**config.mk**
```make
export PLATFORM = sky130hd
export DESIGN_NAME = axis_dma_byte_unpacker
export DESIGN_NICKNAME = d
export VERILOG_FILES = /design/src/rtl/vga_stream_pkg.sv /design/src/rtl/axis_dma_byte_unpacker.sv
export SDC_FILE = /design/constraint.sdc
export NUM_CORES = 1
export LEC_CHECK = 0
export BUFFER_PORTS_ARGS = -buffer_cell sky130_fd_sc_hd__buf_2
export CORE_MARGIN = 8
export CORE_UTILIZATION = 58
export CTS_BUF_LIST = sky130_fd_sc_hd__clkbuf_2 sky130_fd_sc_hd__clkbuf_4 sky130_fd_sc_hd__clkbuf_8
export CTS_CLUSTER_DIAMETER = 120
export DETAILED_ROUTE_END_ITERATION = 6
export PLACE_DENSITY_LB_ADDON = 0.25
export SLEW_MARGIN = 20
export SYNTH_ARGS = -nofsm -noshare
export SYNTH_HDL_FRONTEND = slang
export SYNTH_SLANG_ARGS = --single-unit
```
**constraint.sdc**
```tcl
create_clock -name i_CLK -period 3.8 [get_ports i_CLK]
set_clock_uncertainty 0.05 [all_clocks]
set_input_delay 0.76 -clock i_CLK [delete_from_list [all_inputs] [get_ports i_CLK]]
set_output_delay 0.76 -clock i_CLK [all_outputs]
set_load 0.02 [all_outputs]
```
**src/rtl/vga_stream_pkg.sv**
```systemverilog
// -----------------------------------------------------------------------------
// vga_stream_pkg
// Definitions shared between the DMA byte unpacker and the VGA component:
//   state_e          - unpacker holding-register state (ST_EMPTY, ST_DRAIN)
//   FRAME_BYTES_DEF  - default frame length, 320x240 pixels at 8 bpp
//   ERR_CNT_W        - width of the saturating framing-error counter
//   KEEP_MAX_W       - widest TKEEP the helper function accepts
//   last_byte_idx()  - index of the highest set TKEEP bit (0 when none set)
// -----------------------------------------------------------------------------
package vga_stream_pkg;

   typedef enum logic {
      ST_EMPTY,
      ST_DRAIN
   } state_e;

   localparam int unsigned FRAME_BYTES_DEF = 76800;
   localparam int unsigned ERR_CNT_W       = 8;
   localparam int unsigned KEEP_MAX_W      = 64;

   // Only the highest enable matters: lower bytes are emitted regardless of
   // their own enable bit, so a non-contiguous TKEEP still drains predictably.
   function automatic int unsigned last_byte_idx(input logic [KEEP_MAX_W-1:0] keep);
      int unsigned idx;
      idx = 0;
      for (int unsigned i = 0; i < KEEP_MAX_W; i++) begin
         if (keep[i]) idx = i;
      end
      return idx;
   endfunction

endpackage

```
**src/rtl/axis_dma_byte_unpacker.sv**
```systemverilog
// -----------------------------------------------------------------------------
// axis_dma_byte_unpacker
// Serialises IN_BYTES-wide DMA AXI-Stream words into 8-bit pixel bytes (byte 0
// first) and checks TLAST framing against a fixed frame length.
// Ports:
//   i_CLK, i_RST                 clock, synchronous active-high reset
//   S_AXIS_TDATA/TKEEP/TLAST     input word, byte enables, end of DMA frame
//   S_AXIS_TVALID/TREADY         input handshake (TREADY combinational)
//   M_AXIS_DATA/VALID/READY      output pixel byte and handshake
//   M_AXIS_LAST                  marks the byte with frame count FRAME_BYTES-1
//   o_FRAME_ERR                  one-cycle pulse after a mismatched byte
//   o_ERR_CNT                    saturating count of framing errors
// -----------------------------------------------------------------------------
module axis_dma_byte_unpacker
   import vga_stream_pkg::*;
#(
   parameter int unsigned IN_BYTES    = 4,
   parameter int unsigned FRAME_BYTES = FRAME_BYTES_DEF
) (
   input  logic                    i_CLK,
   input  logic                    i_RST,
   input  logic [8*IN_BYTES-1:0]   S_AXIS_TDATA,
   input  logic [IN_BYTES-1:0]     S_AXIS_TKEEP,
   input  logic                    S_AXIS_TLAST,
   input  logic                    S_AXIS_TVALID,
   output logic                    S_AXIS_TREADY,
   output logic [7:0]              M_AXIS_DATA,
   output logic                    M_AXIS_VALID,
   input  logic                    M_AXIS_READY,
   output logic                    M_AXIS_LAST,
   output logic                    o_FRAME_ERR,
   output logic [ERR_CNT_W-1:0]    o_ERR_CNT
);

   localparam int unsigned IDX_W = (IN_BYTES > 1) ? $clog2(IN_BYTES) : 1;
   localparam int unsigned CNT_W = $clog2(FRAME_BYTES);
   localparam logic [CNT_W-1:0] CNT_END = CNT_W'(FRAME_BYTES - 1);

   state_e                     state_q, state_d;
   logic [IN_BYTES-1:0][7:0]   word_q, word_d;
   logic [IDX_W-1:0]           idx_q, idx_d;
   logic [IDX_W-1:0]           lidx_q, lidx_d;
   logic                       tlast_q, tlast_d;
   logic [CNT_W-1:0]           cnt_q, cnt_d;
   logic [7:0]                 data_q, data_d;
   logic                       valid_q, valid_d;
   logic                       mlast_q, mlast_d;
   logic                       ferr_q, ferr_d;
   logic [ERR_CNT_W-1:0]       errc_q, errc_d;

   logic             last_byte;
   logic             m_hs;
   logic             s_ready;
   logic             s_hs;
   logic             end_f;
   logic             tl_f;
   logic [CNT_W-1:0] cnt_next;

   assign last_byte = (idx_q == lidx_q);
   assign m_hs      = valid_q && M_AXIS_READY;
   // Taking the next word on the final byte's handshake gives zero bubble.
   assign s_ready   = !i_RST && ((state_q == ST_EMPTY) || (last_byte && m_hs));
   assign s_hs      = S_AXIS_TVALID && s_ready;
   assign end_f     = (cnt_q == CNT_END);
   assign tl_f      = tlast_q && last_byte;
   // A short frame resyncs on TLAST, a long one wraps at the frame end.
   assign cnt_next  = (end_f || tl_f) ? '0 : cnt_q + 1'b1;

   always_comb begin
      state_d = state_q;
      word_d  = word_q;
      idx_d   = idx_q;
      lidx_d  = lidx_q;
      tlast_d = tlast_q;
      cnt_d   = cnt_q;
      data_d  = data_q;
      valid_d = valid_q;
      mlast_d = mlast_q;
      ferr_d  = 1'b0;
      errc_d  = errc_q;

      if (m_hs) begin
         cnt_d  = cnt_next;
         ferr_d = end_f ^ tl_f;
         if ((end_f ^ tl_f) && (errc_q != '1)) errc_d = errc_q + 1'b1;
         if (!last_byte) begin
            idx_d   = idx_q + 1'b1;
            data_d  = word_q[idx_q + 1'b1];
            mlast_d = (cnt_next == CNT_END);
         end else begin
            valid_d = 1'b0;
            state_d = ST_EMPTY;
         end
      end

      // An all-zero TKEEP word is swallowed: nothing loads, TLAST is ignored.
      if (s_hs && (|S_AXIS_TKEEP)) begin
         word_d  = S_AXIS_TDATA;
         lidx_d  = IDX_W'(last_byte_idx(KEEP_MAX_W'(S_AXIS_TKEEP)));
         tlast_d = S_AXIS_TLAST;
         idx_d   = '0;
         data_d  = S_AXIS_TDATA[7:0];
         valid_d = 1'b1;
         mlast_d = (cnt_d == CNT_END);
         state_d = ST_DRAIN;
      end
   end

   always_ff @(posedge i_CLK) begin
      if (i_RST) begin
         state_q <= ST_EMPTY;
         idx_q   <= '0;
         lidx_q  <= '0;
         tlast_q <= 1'b0;
         cnt_q   <= '0;
         data_q  <= '0;
         valid_q <= 1'b0;
         mlast_q <= 1'b0;
         ferr_q  <= 1'b0;
         errc_q  <= '0;
      end else begin
         state_q <= state_d;
         idx_q   <= idx_d;
         lidx_q  <= lidx_d;
         tlast_q <= tlast_d;
         cnt_q   <= cnt_d;
         data_q  <= data_d;
         valid_q <= valid_d;
         mlast_q <= mlast_d;
         ferr_q  <= ferr_d;
         errc_q  <= errc_d;
      end
      word_q <= word_d;
   end

   assign S_AXIS_TREADY = s_ready;
   assign M_AXIS_DATA   = data_q;
   assign M_AXIS_VALID  = valid_q;
   assign M_AXIS_LAST   = mlast_q;
   assign o_FRAME_ERR   = ferr_q;
   assign o_ERR_CNT     = errc_q;

endmodule

```
==> summary.md, run 1 <==
| Metric | Value |
|---|---|
| R2r endpoint | M_AXIS_LAST$_SDFFE_PP0P_ |
| TritonRoute pass-1 iters | 7 |
| EDFF count, synth | 32 |
| Drt drc | 0 |
| Min Tclk post-route | 3310 ps |
| Post-CTS Hold Fix Bufs | 0 |
| Drt wl/cell | 16.6 um |
| Setup CP Type | flop to flop |
| Synth Area per Inst | 10.1 sq um |
| YS warnings | 0 |
| Post-CTS sizing | 0 |
| Worst-path clk slew | 80 ps |
| GPL Wtd Cong | 0.982 |
| Ports | 61 |
| Commonest non-fill, non-tap cell in the layout | buf_2 |
| WHS Path Cells | 2 |
| # clock sinks | 73 |
| Synthesis-stage register bit count | 73 |
| Most frequent cells in the layout | buf_2, dfxtp_1, nor2_1, nand2_1, edfxtp_1 |
| Flop2flop setup slack | 490 ps |
| Worst VDD drop | 0.000271 V |
| Die Y | 93.8 um |
| NetSw | 376 uW |
| Non-Filler Instances | 485 |
| Crit path capture type | flop |
| Reg-to-reg startpoint | cnt_q[0]$_SDFF_PP0_ |
| Final setup fails | 0 |
| Tightest Hold Check Type | flop to flop |
| Dpl cells | 469 |
| Internal power | 1.21 mW |
| Global-route usage over all layers | 18.9% |
| Status | completed |
| Data required, critical path | 4010 ps |
| Worst Hold Endpoint | M_AXIS_DATA[1]$_SDFFE_PP0P_ |
| Ys async rst share | 0% |
| Initial DRC Count | 367 |
| CP Launch Type | flop |
| Nets | 449 |
| ANT cells | 0 |
| Largest net degree at the start of global routing | 43 |
| Setup TNS | 0 ps |
| Slew headroom | 65.9% |
| Crit Path Max Fanout | 8 |
| Post-synthesis instance total | 348 |
| Overflow after GRT | 0 |
| Yosys top cell area share | 27.4% |
| Worst-skew pair later-pin latency | 350 ps |
| Comb pwr share | 7.2% |
| H-tree depth | 3 |
| Via count | 2,841 |
| FP Rows | 28 |
| PortBufs | 60 |
| Chip Width | 93.8 um |
| Total of max-cap violations | 0 |
| Total CTS buffers | 9 |
| Initial antenna violation count | 0 |
| Slew Limit Fails | 0 |
| Fmax | 302 MHz |
| Root Buffer | clkbuf_8 |
| Switching Share | 23.8% |
| Syn Nets | 392 |
| Final Cycle Share | 87.0% |
| Clk pwr share | 38.5% |
| Maximum clock path buffer count | 2 |
| Min-delay src | M_AXIS_DATA[1]$_SDFFE_PP0P_ |
| Synth area leader | edfxtp_1 |
| Share of layout cells above drive strength 1 | 24.1% |
| Total die area | 8800 sq um |
| Mapped Area | 3510 sq um |
| Pwr dens | 388 nW/um^2 |
| Routed wire length | 8060 um |
| Worst-case reg-to-reg path depth | 11 |
| Share of the yosys chip area belonging to registers | 50.7% |
| Area Growth Syn to Fin | 15.9% |
| Worst-Margin Slew | 511 ps |
| Yosys cell types | 55 |
| Post-DP HPWL | 5690 um |
| CTS tree | done |
| Post-route ant nets | 0 |
| Critical path arrival | 3520 ps |
| RSZ-0062 raised after global routing | false |
| Post-CTS Setup Inserts | 0 |
| Sequential share of power | 54.3% |
| Initial Utilization | 59.7% |
| Leakage | 1.51 nW |
| Core Region | 5890 sq um |
| Post-synth top flop | dfxtp_1 |
| Final Hold Viols | 0 |
| Synth top area cells | edfxtp_1, dfxtp_1, nor2_1, a21oi_1, nand2_1 |
| Via count of the first global-routing pass | 2,770 |
| First-pass GRT wire length | 13,200 um |
| DR vias/cell | 5.86 |
worst max-delay path: stages (launching register included):
cell	delay, ps
dfxtp_1	490
ha_1	320
nand4_1	150
nor2_1	180
nand4_1	100
ha_1	230
nand2_1	80
a211oi_1	40
or4_1	390
or3b_1	380
or4b_1	550
a221oi_2	260
stage by stage:
| stage | utilization, % | hold slack [ps] | total power, mW | setup slack (ps) | instance area, sq um |
|---|---|---|---|---|---|
| 3_3_place_gp | 65.8 | 400 | 0.987 | 645 | 3870 |
| 5_1_grt | 69.2 | 431 | 1.62 | 236 | 4070 |
| 4_1_cts | 69.2 | 413 | 1.58 | 508 | 4070 |
| 3_5_place_dp | 65.8 | 401 | 0.992 | 544 | 3870 |
| 6_report | 69.2 | 412 | 1.58 | 493 | 4070 |
| 2_1_floorplan | - | 387 | 0.940 | 485 | 3510 |
synth_stat cells, types with 2 or more instances:
master	number
dfxtp_1	41
nor2_1	39
nand2_1	36
edfxtp_1	32
a21oi_1	28
clkbuf_1	17
nor3_1	14
nand4_1	11
o21ai_0	11
nand3_1	10
xor2_1	7
a31oi_1	6
and3_1	6
inv_1	6
mux2i_1	6
mux4_2	6
a211oi_1	5
a22oi_1	5
or4_1	5
xnor2_1	5
a21o_1	4
or3_1	4
buf_2	3
ha_1	3
nor4_1	3
and2_1	2
buf_4	2
mux4_1	2
nor2b_1	2
or3b_1	2
cell type report:
| cell class | count | area (sq um) |
|---|---|---|
| Clock inverter | 6 | 67.6 |
| Tap cell | 75 | 93.8 |
| Multi-Input combinational cell | 244 | 1600 |
| Timing Repair Buffer | 70 | 375 |
| Fill cell | 439 | 1810 |
| Inverter | 7 | 26.3 |
| Sequential cell | 73 | 1780 |
| Clock buffer | 10 | 131 |
cell families after synthesis:
logic type / share of synthesized area [%]
DFF: 50.7
buffers and inverters: 3.85
and+or+nand+nor: 21.5
muxes: 7.37
adders and majority gates: 1.07
xor gates and xnor gates: 3.45
AOI/OAI and AO/OA: 12.0
registers in the layout, indices dropped and copies added, names as in the netlist:
name          cells
o_ERR_CNT         8
cnt_q            17
M_AXIS_LAST       1
tlast_q           1
o_FRAME_ERR       1
idx_q             2
word_q           32
lidx_q            2
M_AXIS_DATA       8
M_AXIS_VALID      1
how the worst max path moves through the flow:
stage	start	end	slack (ps)	depth (start not counted)
global placement	cnt_q[0]$_SDFF_PP0_	M_AXIS_LAST$_SDFFE_PP0P_	650	11
CTS	cnt_q[0]$_SDFF_PP0_	M_AXIS_LAST$_SDFFE_PP0P_	510	11
finish	cnt_q[0]$_SDFF_PP0_	M_AXIS_LAST$_SDFFE_PP0P_	490	11
detailed placement	cnt_q[0]$_SDFF_PP0_	M_AXIS_LAST$_SDFFE_PP0P_	540	11
global route	cnt_q[0]$_SDFF_PP0_	M_AXIS_LAST$_SDFFE_PP0P_	240	11
floorplan	cnt_q[0]$_SDFF_PP0_	M_AXIS_LAST$_SDFFE_PP0P_	490	12
power by group through the flow:
stage | registers (mW) | logic (mW) | clock network, mW
6_report | 0.859 | 0.114 | 0.608
5_1_grt | 0.862 | 0.125 | 0.637
4_1_cts | 0.860 | 0.115 | 0.610
3_5_place_dp | 0.877 | 0.114 | 0
3_3_place_gp | 0.875 | 0.112 | 0
2_1_floorplan | 0.882 | 0.0583 | 0
routing by layer:
| metal | routed length [um] | up-vias | global-route usage (%) |
|---|---|---|---|
| li1 | - | 1393 | - |
| met1 | 3570 | 1297 | 24.6 |
| met2 | 3690 | 138 | 29.2 |
| met3 | 682 | 13 | 5.92 |
| met4 | 117 | 0 | 5.81 |
| met5 | 0 | - | 0 |
(Power assumes the default switching activity.)
==> run 2: changes to the inputs <==
Settings changed: RECOVER_POWER set to 25.
==> run 2 against run 1 <==
Net effect:
- die area unchanged
- final area about the same
- fmax about the same
- count of clock-buffer cells in the layout unchanged
- register-to-register slack about the same
- power down 0.11%
- critical path depth unchanged
- non-clock buffer count unchanged
- critical path type unchanged
- highest routed layer unchanged
==> summary.md, run 2 (synthesized netlist as in run 1, its figures left out) <==
| Metric | Value |
|---|---|
| Setup TNS | 0 ps |
| Maximum clock path buffer count | 2 |
| Slew Limit Fails | 0 |
| Slew headroom | 65.9% |
| Tightest Hold Check Type | flop to flop |
| Leakage | 1.51 nW |
| Post-route ant nets | 0 |
| Total CTS buffers | 9 |
| Crit path capture type | flop |
| Pwr dens | 388 nW/um^2 |
| Largest register FFs | 32 |
| Drt drc | 0 |
| Post-CTS Setup Inserts | 0 |
| Total of max-cap violations | 0 |
| TritonRoute pass-1 iters | 5 |
| RSZ-0062 raised after global routing | false |
| Routed wire length | 8050 um |
| Initial Utilization | 59.7% |
| Post-CTS Hold Fix Bufs | 0 |
| # clock sinks | 73 |
| Ports | 61 |
| Root Buffer | clkbuf_8 |
| Drt wl/cell | 16.6 um |
| GPL Wtd Cong | 0.982 |
| Total die area | 8800 sq um |
| WHS Path Cells | 2 |
| Post-DP HPWL | 5690 um |
| Slowest CP cell | or4b_1 |
| Flop2flop setup slack | 490 ps |
| Worst-case reg-to-reg path depth | 11 |
| Initial antenna violation count | 0 |
| Final setup fails | 0 |
| Fmax | 302 MHz |
| Core Region | 5890 sq um |
| Status | completed |
| Final Hold Viols | 0 |
| PortBufs | 60 |
| R2r endpoint | M_AXIS_LAST$_SDFFE_PP0P_ |
| DR vias/cell | 5.86 |
| Worst VDD drop | 0.000272 V |
| CTS tree | done |
| First-pass GRT wire length | 13,200 um |
| CP Launch Type | flop |
| Post-CTS sizing | 0 |
| Overflow after GRT | 0 |
| Critical-path cell list | ha_1 -> nand4_1 -> nor2_1 -> nand4_1 -> ha_1 -> nand2_1 -> a211oi_1 -> or4_1 -> or3b_1 -> or4b_1 -> a221oi_2 |
| Area after DPL | 3870 sq um |
| Biggest register | word_q |
| Fill cells | 439 |
| Via count of the first global-routing pass | 2,770 |
| Crit Path Max Fanout | 8 |
| Via count | 2,841 |
| Nets | 449 |
| Commonest non-fill, non-tap cell in the layout | buf_2 |
| Initial DRC Count | 367 |
| Largest net degree at the start of global routing | 43 |
| Share of layout cells above drive strength 1 | 23.9% |
| Crit-path max cell delay | 550 ps |
| Min Tclk post-route | 3310 ps |
| Setup CP Type | flop to flop |
| Reg-to-reg startpoint | cnt_q[0]$_SDFF_PP0_ |
| Die Y | 93.8 um |
| Critical path arrival | 3510 ps |
| Most frequent cells in the layout | buf_2, dfxtp_1, nor2_1, nand2_1, edfxtp_1 |
| Biggest regs | word_q (32), cnt_q (17) |
| Min-delay src | M_AXIS_DATA[1]$_SDFFE_PP0P_ |
| Worst-Margin Slew | 510 ps |
| Global-route usage over all layers | 18.9% |
| Area Growth Syn to Fin | 15.9% |
| Worst-skew pair later-pin latency | 350 ps |
| Final Cycle Share | 87.0% |
| H-tree depth | 3 |
| Data required, critical path | 4010 ps |
| FP Rows | 28 |
| Worst Hold Endpoint | M_AXIS_DATA[1]$_SDFFE_PP0P_ |
| Worst-path clk slew | 80 ps |
| Chip Width | 93.8 um |
| ANT cells | 0 |
| Final Cell Area | 4070 sq um |
-- run 2: cell count changes in the layout (fill, tap and decap cells not counted), sizes merged --
| cell | before | now |
|---|---|---|
| buf | 70 | 69 |
| clkbuf | 10 | 11 |
-- run 2: layer usage --
layer | GRT usage [%] | routed length [um]
met1 | 24.6 | 3570
met2 | 29.2 | 3680
met3 | 5.92 | 678
met4 | 5.81 | 119
met5 | 0 | 0
-- run 2: final cells by class --
class,count,area [sq um],area share [%]
timing repair buffer,70,374,9.19
multi-input combinational,244,1600,39.2
inverter,7,26.3,0.645
sequential,73,1780,43.8
clock buffer,10,131,3.23
clock inverter,6,67.6,1.66
tap,75,93.8,2.30
-- run 2: worst max path at each step --
stage                        startpoint  depth (start not counted)                        to
finish              cnt_q[0]$_SDFF_PP0_                         11  M_AXIS_LAST$_SDFFE_PP0P_
floorplan           cnt_q[0]$_SDFF_PP0_                         12  M_AXIS_LAST$_SDFFE_PP0P_
global placement    cnt_q[0]$_SDFF_PP0_                         11  M_AXIS_LAST$_SDFFE_PP0P_
global route        cnt_q[0]$_SDFF_PP0_                         11  M_AXIS_LAST$_SDFFE_PP0P_
CTS                 cnt_q[0]$_SDFF_PP0_                         11  M_AXIS_LAST$_SDFFE_PP0P_
detailed placement  cnt_q[0]$_SDFF_PP0_                         11  M_AXIS_LAST$_SDFFE_PP0P_
-- run 2: through the flow --
| step | instances | util (%) | hold WS [ps] | total power, mW | worst slack, ps |
|---|---|---|---|---|---|
| 5_1_grt | 485 | 69.2 | 431 | 1.62 | 236 |
| 3_3_place_gp | 469 | 65.8 | 400 | 0.987 | 645 |
| 6_report | 485 | 69.2 | 412 | 1.58 | 493 |
| 3_5_place_dp | 469 | 65.8 | 401 | 0.992 | 544 |
| 4_1_cts | 485 | 69.2 | 413 | 1.58 | 508 |
| 2_1_floorplan | 348 | - | 387 | 0.940 | 485 |
-- run 2: critical path, delay by kind of cell (launching register included) --
kind / cells / cell delay [ps]
AND/OR/NAND/NOR: 7 / 1820
adder cells (fa/ha/maj): 2 / 550
flip-flops: 1 / 490
AO/OA/AOI/OAI: 2 / 300
-- run 2: report_power, final --
| part | leakage [nW] | switching, mW | total, mW | internal [mW] |
|---|---|---|---|---|
| sequential | 0.631 | 0.0120 | 0.859 | 0.847 |
| clock | 0.0979 | 0.294 | 0.607 | 0.313 |
| combinational | 0.779 | 0.0684 | 0.114 | 0.0456 |
==> run 3: changes to the inputs <==
Settings changed: CORE_MARGIN 8 to not set.
==> run 3 against run 2 <==
Net effect:
- fmax up 1.1%
- final cell count decreased by 0.62%
- routed wire length is 4.4% higher
- power up 14%
- global-route usage rose by 9.5 points
- final area up 1.6%
- clock power is 37% higher
- via count up 3.9%
- register-to-register slack gained 40 ps
- sequential share of layout area decreased by 0.70 points
- die area down 28%
==> summary.md, run 3 (synthesized netlist as in run 1, its figures left out) <==
| Metric | Value |
|---|---|
| Chip Width | 79.8 um |
| Post-CTS Setup Inserts | 0 |
| ANT cells | 0 |
| Most frequent cells in the layout | buf_2, dfxtp_1, nor2_1, nand2_1, edfxtp_1 |
| RSZ-0062 raised after global routing | false |
| Status | completed |
| Post-DP HPWL | 5390 um |
| Via count of the first global-routing pass | 2,752 |
| Drt drc | 0 |
| Crit Path Max Fanout | 8 |
| Overflow after GRT | 0 |
| Biggest regs | word_q (32), cnt_q (17) |
| GPL Wtd Cong | 0.883 |
| Data required, critical path | 4030 ps |
| Worst-skew pair later-pin latency | 360 ps |
| Hold Slack | 423 ps |
| Final Cycle Share | 86.0% |
| Maximum clock path buffer count | 2 |
| Global-route usage over all layers | 28.4% |
| Via count | 2,952 |
| Commonest non-fill, non-tap cell in the layout | buf_2 |
| Ports | 61 |
| H-tree depth | 3 |
| Reg-to-reg startpoint | cnt_q[0]$_SDFF_PP0_ |
| Biggest register | word_q |
| Setup TNS | 0 ps |
| Area Growth Syn to Fin | 17.8% |
| Post-CTS Hold Fix Bufs | 0 |
| Fmax | 306 MHz |
| Initial DRC Count | 275 |
| Leakage | 1.54 nW |
| Min-delay src | tlast_q$_SDFFE_PP0N_ |
| Largest register FFs | 32 |
| Total die area | 6370 sq um |
| Crit-path max cell delay | 530 ps |
| FP Rows | 27 |
| Crit path capture type | flop |
| Root Buffer | clkbuf_8 |
| Worst-path clk slew | 80 ps |
| First-pass GRT wire length | 13,300 um |
| Worst VDD drop | 0.000423 V |
| PortBufs | 60 |
| DR vias/cell | 6.12 |
| CTS tree | done |
| Largest net degree at the start of global routing | 43 |
| Final worst slack | 530 ps |
| Drt wl/cell | 17.4 um |
| Final setup fails | 0 |
| Initial antenna violation count | 0 |
| # clock sinks | 73 |
| Total of max-cap violations | 0 |
| Origin of the worst setup path | cnt_q[0]$_SDFF_PP0_ |
| Post-route ant nets | 0 |
| Initial Utilization | 61.9% |
| Slew headroom | 66.4% |
| Min Tclk post-route | 3270 ps |
| Nets | 449 |
| Routed wire length | 8400 um |
| CP Launch Type | flop |
| Core Region | 5680 sq um |
| Pwr dens | 436 nW/um^2 |
| Place WS | 597 ps |
| Critical path arrival | 3500 ps |
| Fill cells | 412 |
| Slowest CP cell | or4b_1 |
| Worst-Margin Slew | 503 ps |
| Critical-path cell list | ha_1 -> nand4_1 -> nor2_1 -> nand4_1 -> ha_1 -> nand2_1 -> a211oi_1 -> or4_1 -> or3b_1 -> or4b_1 -> a221oi_2 |
| Tightest Hold Check Type | flop to flop |
| Number of buffers and inverters on the critical path | 0 |
| Total CTS buffers | 9 |
| Post-CTS sizing | 0 |
| Slew Limit Fails | 0 |
| Die Y | 79.8 um |
| Setup CP Type | flop to flop |
| Share of layout cells above drive strength 1 | 23.4% |
| Top delay family on crit path | simple AND/OR/NAND/NOR gates |
| TritonRoute pass-1 iters | 5 |
| Final Hold Viols | 0 |
[run 3: area by class of cell]
class	count	area [sq um]	area share, %
inverter	7	26.3	0.635
clock inverter	7	149	3.60
clock buffer	9	124	2.99
multi-input combinational	244	1600	38.6
tap	72	90.1	2.18
sequential	73	1780	43.1
timing repair buffer	70	370	8.95
[run 3: worst register-to-register path, cell delays in order, from the launching register on]
cell and delay, ps:
dfxtp_1 490, ha_1 330, nand4_1 150, nor2_1 160, nand4_1 100, ha_1 240, nand2_1 80, a211oi_1 50
or4_1 400, or3b_1 400, or4b_1 530, a221oi_2 240
[run 3: metrics by stage]
step                area [sq um]  util (%)  instances  total power, mW
floorplan                   3510         -        348            0.940
global placement            3870      68.2        466            0.986
detailed placement          3870      68.2        466            0.991
CTS                         4140      73.0        482             1.81
global route                4140      72.9        482             1.85
finish                      4140      72.9        482             1.81
[run 3: path summary, 6_finish.rpt]
path	endpoint	slack (ps)	depth (start not counted)
min	tlast_q$_SDFFE_PP0N_	420	2
max reg2reg	M_AXIS_LAST$_SDFFE_PP0P_	530	11
max	M_AXIS_LAST$_SDFFE_PP0P_	530	11
min reg2reg	tlast_q$_SDFFE_PP0N_	420	2
[run 3: power breakdown]
part / internal [mW] / leakage [nW] / switching (mW)
sequential: 0.847 / 0.631 / 0.0127
clock: 0.511 / 0.136 / 0.319
combinational: 0.0453 / 0.771 / 0.0714
total: 1.40 / 1.54 / 0.403
[run 3: layer usage]
metal  GRT usage, %  vias to the layer above  part of all wire, %
li1               -                     1398                    -
met1           36.6                     1406                   42
met2           45.7                      133                   48
met3           6.51                       15                  7.7
met4           12.3                        0                  1.7
met5              0                        -                    0
